## config.mk

```make
export PLATFORM = sky130hd
export DESIGN_NAME = freq_meter
export DESIGN_NICKNAME = d
export VERILOG_FILES = /design/src/rtl/freq_meter.sv
export SDC_FILE = /design/constraint.sdc
export NUM_CORES = 1
export LEC_CHECK = 0
export CORE_MARGIN = 1
export CORE_UTILIZATION = 40
export CTS_BUF_LIST = sky130_fd_sc_hd__clkbuf_4
export DETAILED_ROUTE_END_ITERATION = 10
export GPL_TIMING_DRIVEN = 0
export PLACE_DENSITY = 0.63
export SYNTH_ARGS = -nofsm -noshare
export SYNTH_HDL_FRONTEND = slang
export SYNTH_SLANG_ARGS = --single-unit
export TNS_END_PERCENT = 50
```

## constraint.sdc

```tcl
create_clock -name clk_int -period 5.2 [get_ports clk_int]
set_input_delay 0.52 -clock clk_int [delete_from_list [all_inputs] [get_ports clk_int]]
set_output_delay 0.52 -clock clk_int [all_outputs]
set_load 0.005 [all_outputs]
```

## src/rtl/freq_meter.sv

```systemverilog
// Gated rising-edge frequency meter: counts synchronized sig_in_i edges over GATE_CYCLES clk_int cycles.
// Optional period measurement between successive edges is built when PERIOD_MEAS_EN is defined.
module freq_meter #(
    parameter int unsigned GATE_CYCLES = 12_000_000,
    parameter int unsigned FREQ_W      = 24,
    parameter int unsigned PERIOD_W    = 25
) (
    input  logic              clk_int,
    input  logic              rst,
    input  logic              sig_in_i,
    input  logic              en_i,
    output logic [FREQ_W-1:0] freq_out_o,
    output logic              freq_valid_o,
    output logic              overflow_o,
    output logic              busy_o
`ifdef PERIOD_MEAS_EN
    ,
    output logic [PERIOD_W-1:0] period_out_o,
    output logic                period_valid_o
`endif
);

    localparam int unsigned GateW = $clog2(GATE_CYCLES);
    localparam logic [GateW-1:0] GateLast = GateW'(GATE_CYCLES - 1);

    if (GATE_CYCLES < 2 || FREQ_W < 1 || PERIOD_W < 1) begin : g_param_check
        $error("freq_meter: GATE_CYCLES must be >= 2, FREQ_W and PERIOD_W >= 1");
    end

    typedef enum logic [0:0] {StIdle, StGate} state_e;

    state_e            state_q, state_d;
    logic              sync1_q, sync2_q, sync3_q, edge_det_q;
    logic [GateW-1:0]  gate_cnt_q, gate_cnt_d;
    logic [FREQ_W-1:0] edge_cnt_q, edge_cnt_d;
    logic [FREQ_W-1:0] freq_q, freq_d;
    logic              sat_q, sat_d;
    logic              ovf_q, ovf_d;
    logic              fvalid_q, fvalid_d;
    logic              edge_cnt_max;

    assign edge_cnt_max = &edge_cnt_q;

    always_comb begin
        state_d    = state_q;
        gate_cnt_d = gate_cnt_q;
        edge_cnt_d = edge_cnt_q;
        sat_d      = sat_q;
        freq_d     = freq_q;
        ovf_d      = ovf_q;
        fvalid_d   = 1'b0;
        unique case (state_q)
            StIdle: begin
                gate_cnt_d = '0;
                edge_cnt_d = '0;
                sat_d      = 1'b0;
                if (en_i) state_d = StGate;
            end
            StGate: begin
                if (!en_i) begin
                    // Abort: the partial window is discarded, results hold.
                    state_d    = StIdle;
                    gate_cnt_d = '0;
                    edge_cnt_d = '0;
                    sat_d      = 1'b0;
                end else if (gate_cnt_q == GateLast) begin
                    // An edge on the last gate cycle still belongs to this window.
                    gate_cnt_d = '0;
                    edge_cnt_d = '0;
                    sat_d      = 1'b0;
                    freq_d     = (edge_cnt_max && edge_det_q) ? edge_cnt_q
                                                              : edge_cnt_q + FREQ_W'(edge_det_q);
                    ovf_d      = sat_q | (edge_cnt_max & edge_det_q);
                    fvalid_d   = 1'b1;
                end else begin
                    gate_cnt_d = gate_cnt_q + GateW'(1);
                    if (edge_det_q) begin
                        if (edge_cnt_max) sat_d = 1'b1;
                        else              edge_cnt_d = edge_cnt_q + FREQ_W'(1);
                    end
                end
            end
            default: state_d = StIdle;
        endcase
    end

    always_ff @(posedge clk_int or negedge rst) begin
        if (!rst) begin
            sync1_q    <= 1'b0;
            sync2_q    <= 1'b0;
            sync3_q    <= 1'b0;
            edge_det_q <= 1'b0;
            state_q    <= StIdle;
            gate_cnt_q <= '0;
            edge_cnt_q <= '0;
            sat_q      <= 1'b0;
            freq_q     <= '0;
            ovf_q      <= 1'b0;
            fvalid_q   <= 1'b0;
        end else begin
            sync1_q    <= sig_in_i;
            sync2_q    <= sync1_q;
            sync3_q    <= sync2_q;
            edge_det_q <= sync2_q & ~sync3_q;
            state_q    <= state_d;
            gate_cnt_q <= gate_cnt_d;
            edge_cnt_q <= edge_cnt_d;
            sat_q      <= sat_d;
            freq_q     <= freq_d;
            ovf_q      <= ovf_d;
            fvalid_q   <= fvalid_d;
        end
    end

    assign freq_out_o   = freq_q;
    assign freq_valid_o = fvalid_q;
    assign overflow_o   = ovf_q;
    assign busy_o       = (state_q == StGate);

`ifdef PERIOD_MEAS_EN
    logic [PERIOD_W-1:0] per_cnt_q, per_cnt_d;
    logic [PERIOD_W-1:0] period_q, period_d;
    logic                seen_q, seen_d;
    logic                pvalid_q, pvalid_d;

    always_comb begin
        per_cnt_d = per_cnt_q;
        period_d  = period_q;
        seen_d    = seen_q;
        pvalid_d  = 1'b0;
        if (!en_i) begin
            per_cnt_d = '0;
            seen_d    = 1'b0;
        end else if (edge_det_q) begin
            if (seen_q) begin
                period_d = per_cnt_q;
                pvalid_d = 1'b1;
            end
            // Restart at 1 so the edge-to-edge distance is reported directly.
            per_cnt_d = PERIOD_W'(1);
            seen_d    = 1'b1;
        end else if (!(&per_cnt_q)) begin
            per_cnt_d = per_cnt_q + PERIOD_W'(1);
        end
    end

    always_ff @(posedge clk_int or negedge rst) begin
        if (!rst) begin
            per_cnt_q <= '0;
            period_q  <= '0;
            seen_q    <= 1'b0;
            pvalid_q  <= 1'b0;
        end else begin
            per_cnt_q <= per_cnt_d;
            period_q  <= period_d;
            seen_q    <= seen_d;
            pvalid_q  <= pvalid_d;
        end
    end

    assign period_out_o   = period_q;
    assign period_valid_o = pvalid_q;
`endif

endmodule

```

==> metrics <==
status finished with violations; violations in the final reports negative hold slack; core box area 0.009955 mm2; slew at the pin closest to its max-slew limit 0.7139 ns; total CTS buffers 9; die width 104.4 um; Die Area 0.01089 mm2; list of most frequent post-synthesis cells dfrtp_1 (80), nor2_1 (53), nand2_1 (47), xnor2_1 (28); initial core utilization 0.4209; Post-synth EDFFs 0; clk_skew 0.01899 ns; Synth Cell Area 0.004190 mm2; first-pass GRT wire length 17340 um; Top FF cell, synth dfrtp_1; share of cells above drive strength 1 0.05501; relative slew slack 0.5201; Synth Register Bits 80; crit path kind reg2reg; antenna-violating nets left 0; Sink Count 80; Avg WL per Cell 16.13 um; min Tclk post-route 2.737 ns; Layout Area Growth over Synthesis 14.39%; GPL Wtd Cong 0.8738; Critical R2R Capture edge_cnt_q[1]; unrepaired setup endpoints after global routing false; synth unique cells 42; final WL 10360 um; CTS HTree Levels 3; Die H 104.4 um; pwr/cell area 204.6 mW/mm2; Vias 3642; endpoints failing hold 6; cell family with the largest share of critical-path delay simple AND/OR/NAND/NOR gates; ANT cells 0; Post-CTS Hold Buffers 0; post-CTS repair timing setup buffer count 0; number of gates resized after cts 0; sequential share of the synthesized area 0.4778; post-placement cell area 0.004682 mm2; Max Cap Viol 0; asr flop ratio synth 1.000; Clk Latency, worst-skew pair 0.44 ns; hold_ws -0.003772 ns; RR Startpoint gate_cnt_q[14]; syn nets 470; Final setup viols 0; Final Max Tran Viols 0; TritonCTS clock tree built; Critical Path Slowest Stage Cell or4_1; achievable frequency 365.4 MHz; Worst Setup SP gate_cnt_q[14]; Layout Cells excl Fill 642; fin nets 512; # DRC 0; post-synthesis instance total 462; Tcrit/Tclk final 0.5263; Synth area leaders dfrtp_1 (48%), xnor2_1 (5.9%), nor2_1 (4.7%); crit path buf inv count 2; Synth Warn # 0; Clk pin slew, worst setup/hold paths 0.13 ns; CP startpoint kind flop; syn avg cell area 9.070 um2; Levels on crit path 6; Worst setup EP type flop; Site Rows 36; post-synth top area share 0.4778; worst-path cell chain or4_1, nor4_1, a21o_1, clkbuf_1, clkbuf_1, a21oi_1; post-route total power 980.8 uW; remaining global-route overflow 0; LEAKAGE 1.793 nW; worst reg2reg setup slack 2.46 ns; Starting DRT DRC Count 284; clock buffer depth 2; CP max FO 10; most common cell in the netlist dfrtp_1; Most common cell on crit path clkbuf_1; cell area after layout 0.004793 mm2; GRT Util Overall 0.1994; DP Wirelength 7479 um; VDD IR-drop max 0.1811 mV; Max stage delay on crit path 0.57 ns; port bufs 30; crit path capture edge_cnt_q[1]; dpl cells 626; Initial DRT Pass Iterations 6; worst hold path class in2async; io pins 31; data arrival time of the worst path 3.03 ns; cell taking the most area after synthesis dfrtp_1; R2R depth 6; largest net degree at the start of global routing 50; Root Buffer clkbuf_4; initial antenna violation count 0; CP Data Required Time 5.49 ns; via/cell ratio 5.673; vias in the first global route 3559; Setup TNS Final 0 ns
==> how the worst min path moves through the flow <==
| stage | startpoint | to | slack (ns) | depth (start not counted) |
|---|---|---|---|---|
| finish | rst | freq_out_o[17] | -0.004 | 1 |
| global route | rst | edge_cnt_q[5] | 0.02 | 1 |
| floorplan | rst | busy_o | 0.22 | 0 |
| CTS | rst | freq_out_o[17] | 0.005 | 1 |
| detailed placement | sync1_q | sync2_q | 0.34 | 0 |
| global placement | sync1_q | sync2_q | 0.34 | 0 |
==> routing by layer <==
metal  part of all wire  vias up  wire [um]  track usage
met5                  0        -          0            0
met3              0.052       19        538      0.03258
met1               0.44     1760       4508       0.2573
li1                   -     1738          -            -
met4              0.013        0        138      0.05510
met2               0.50      125       5169       0.3434
==> logic make-up (layout without fill, tap and decap cells) <==
logic type | after synthesis | count (layout) | share of synthesized area
AOI/OAI and AO/OA | 89 | 89 | 0.1266
xor gates and xnor gates | 39 | 39 | 0.08152
adders and majority gates | 4 | 4 | 0.01194
buffers and inverters | 38 | 85 | 0.04001
DFF | 80 | 80 | 0.4778
muxes | 1 | 1 | 0.002389
and+or+nand+nor | 211 | 211 | 0.2598
==> layout make-up <==
cell class | count | area [um2]
Fill cell | 957 | 5161
Sequential cell | 80 | 2002
Clock buffer | 10 | 75.07
Clock inverter | 6 | 36.28
Inverter | 9 | 33.78
Timing Repair Buffer | 31 | 325.3
Tap cell | 133 | 166.4
Multi-Input combinational cell | 344 | 2021
Buffer | 29 | 133.9
==> where the power goes <==
group          switching [mW]  internal, mW  total [mW]  leakage [nW]
clock                   0.222         0.100       0.322        0.0558
sequential            0.00281         0.625       0.628          1.11
combinational          0.0228       0.00773      0.0306         0.631
==> metrics by stage <==
step | hold slack (ns) | setup slack [ns] | util
floorplan | 0.2244 | 3.028 | -
global placement | 0.3374 | 0.7604 | 0.4678
detailed placement | 0.3355 | 2.512 | 0.4703
CTS | 0.004894 | 2.431 | 0.4815
global route | 0.01848 | 2.230 | 0.4815
finish | -0.003772 | 2.463 | 0.4815
==> cell usage in the layout (no fill, tap or decap), types with 3 or more instances in the layout <==
| master | count |
|---|---|
| xor2_1 | 11 |
| clkbuf_1 | 19 |
| a211oi_1 | 8 |
| or4_1 | 10 |
| o31ai_1 | 5 |
| inv_1 | 8 |
| a31oi_1 | 12 |
| o21ai_1 | 13 |
| o21ai_0 | 16 |
| buf_2 | 5 |
| ha_1 | 4 |
| and3_1 | 11 |
| nor2_1 | 53 |
| xnor2_1 | 28 |
| clkdlybuf4s50_1 | 29 |
| clkinvlp_4 | 3 |
| clkbuf_4 | 10 |
| or3_1 | 13 |
| a21oi_1 | 23 |
| nand3_1 | 23 |
| nand4_1 | 17 |
| dfrtp_1 | 80 |
| and2_1 | 3 |
| nor3_1 | 10 |
| and4_1 | 11 |
| a21o_1 | 3 |
| nand2_1 | 47 |
| nor4_1 | 5 |
Power figures use the tool's default switching activity.
==> edit (config.mk and constraints unchanged) <==
Set the parameter `FREQ_W` to 48 (it was 24).
--- a/src/rtl/freq_meter.sv
+++ b/src/rtl/freq_meter.sv
@@ -3,5 +3,5 @@
 module freq_meter #(
     parameter int unsigned GATE_CYCLES = 12_000_000,
-    parameter int unsigned FREQ_W      = 24,
+    parameter int unsigned FREQ_W      = 48,
     parameter int unsigned PERIOD_W    = 25
 ) (
Ports: changed (resized freq_out_o); port bits go from 31 to 55. The function was not compared with the original's and may differ.
==> edit against the original RTL <==
The run ends with capacitance limit, slew limit left; clock power increased by 110%; area after synthesis increased by 67%; sequential power increased by 59%; clock skew increased by 0.0068 ns; critical endpoint is now edge_cnt_q[45]$_DFFE_PN0P_; wire length increased by 110%; total power increased by 76%; setup slack got worse by 0.62 ns; design area increased by 69%; global-route usage increased by 4.7 points; hold slack improved by 0.37 ns; sequential cell count increased by 48.
==> edit: results (changes against the original RTL) <==
run_status:
  run_status: "finished, violations left"
  violated_checks: "capacitance limit, slew limit"
cells_and_area:
  multi_input_gates: 585  # +70%
  antenna-diode-count: 1  # +1
  portion_of_the_layout_cell_area_used_by_clock_cells_pct: 3.34  # +1.0 points
  nonClockBufferCount: 124  # +110%
  inv_count: 10  # +1
  fillerInstances: 1676  # +75%
  layout-drive-gt1-share_pct: 5.92  # +0.42 points
  layout.nets: 874  # +71%
  sh_seq_area_pct: 39.5  # -2.3 points
  signal_buffer_area_fraction_pct: 10.6  # +0.98 points
run:
  cap_violations: 1  # +1
placed_design:
  port_buffers: 54  # +80%
  routabilityCongestion: 0.951  # +8.8%
  pre_cts_slack_ns: 2.08  # -0.432 ns
  dp_hpwl_mm: 15.1  # +100%
critical_path:
  worst-endpoint-arrival_ns: 3.86  # +0.83 ns
  ff2ff_setup_slack_ns: 1.85  # -0.62 ns
  critical_path.slowest_cell: "nor4_1"
  worst-r2r-cell-count: 8  # +2
  critical_path.max_stage_delay_ns: 1.15  # +0.58 ns
  worstReg2RegEnd: "edge_cnt_q[45]$_DFFE_PN0P_"
  cp_max_fo: 9  # -1
  setup.worst_path.start: "edge_cnt_q[2]$_DFFE_PN0P_"
power_and_ir_drop:
  power.leakage_nw: 3.03  # +69%
  vdd_ir_drop_max_v: 0.000150  # -17%
  netSwitchingPower_mw: 0.437  # +76%
  power_sequential_mw: 1.00  # +59%
  pwr.group.combinational_mw: 0.0439  # +43%
  p_comb_share_pct: 2.5  # -0.6 points
routing:
  first_iter_violations: 679  # +140%
  drt_first_pass_iters: 5  # -1
  drt-vias-per-instance: 5.67  # about the same
  avg_wl_per_cell_um: 19.3  # +20%
sta:
  clock_skew_ns: 0.0257  # +0.00675 ns
  timing_max_transition_violations_final: 7  # +7
  fin_crit_sh_pct: 64.5  # +12 points
  measured_slew_at_the_worst_slew_check_pin_ns: 1.56  # +0.841 ns
synthesis:
  synth_seq_area_share_pct: 45.8  # -2.0 points
  yosys-top-cells-area: "dfrtp_1 (46%), xor2_1 (8.5%), nor2_1 (4.8%), nand4_1 (4.7%), nand2_1 (4.6%)"
  synthesized_area_fraction_occupied_by_xor_and_xnor_cells_pct: 12.5  # +4.4 points
  synthMuxAreaShare_pct: 0.430  # +0.19 points
  synthesized_area_fraction_occupied_by_ao_oa_aoi_and_oai_cells_pct: 9.36  # -3.3 points
  synthDistinctLibCells: 45  # +7.1%
  synth_commonest_cells: "dfrtp_1 (128), nor2_1 (89), nand2_1 (85)"
  synth_fp_nets: 799  # +70%
  synth-adder-area-share_pct: 0.716  # -0.48 points
clock_tree:
  worst_skew_pair.late_latency_ns: 0.57  # +0.13 ns
  clock_sinks: 128  # +60%
  ctsHoldBuffers: 1  # +1
  cts_buffer_count: 17  # +8
grt:
  antenna_found_initial: 1  # +1
  grtUsageTotal_pct: 24.7  # +4.7 points
  via_count_of_the_first_global_routing_pass: 5780  # +62%
  grt_start_max_net_pins: 71  # +42%
hold_path:
  worst_hold_path_type: "reg2reg"
## edit: metal layers
layer / wire length (µm) / track usage (%) / part of all wire (%) / vias up
li1: - / - / - / 2938
met1: 9940 / 36.5 / 47 / 3019
met2: 9370 / 35.8 / 44 / 247
met3: 1430 / 4.08 / 6.7 / 32
met4: 485 / 9.80 / 2.3 / 0
met5: 0 / 0 / 0 / -
## edit: stage by stage
stage / hold slack (ns) / setup TNS (ns) / utilization, % / instances / cell area, µm²
final: 0.365 / 0 / 48.3 / 1099 / 8120
after global routing: 0.342 / 0 / 48.3 / 1099 / 8120
after CTS: 0.344 / 0 / 48.3 / 1098 / 8120
after detailed placement: 0.339 / 0 / 46.6 / 1066 / 7840
after global placement: 0.336 / -201.06 / 46.4 / 1065 / 7810
after floorplan: 0.224 / 0 / - / 791 / 6990
## edit: critical path: cells and delay by family (launching register included)
kind | cells | cell delay [ns]
DFF | 1 | 0.33
buffers and inverters | 3 | 0.76
and+or+nand+nor | 5 | 2.22
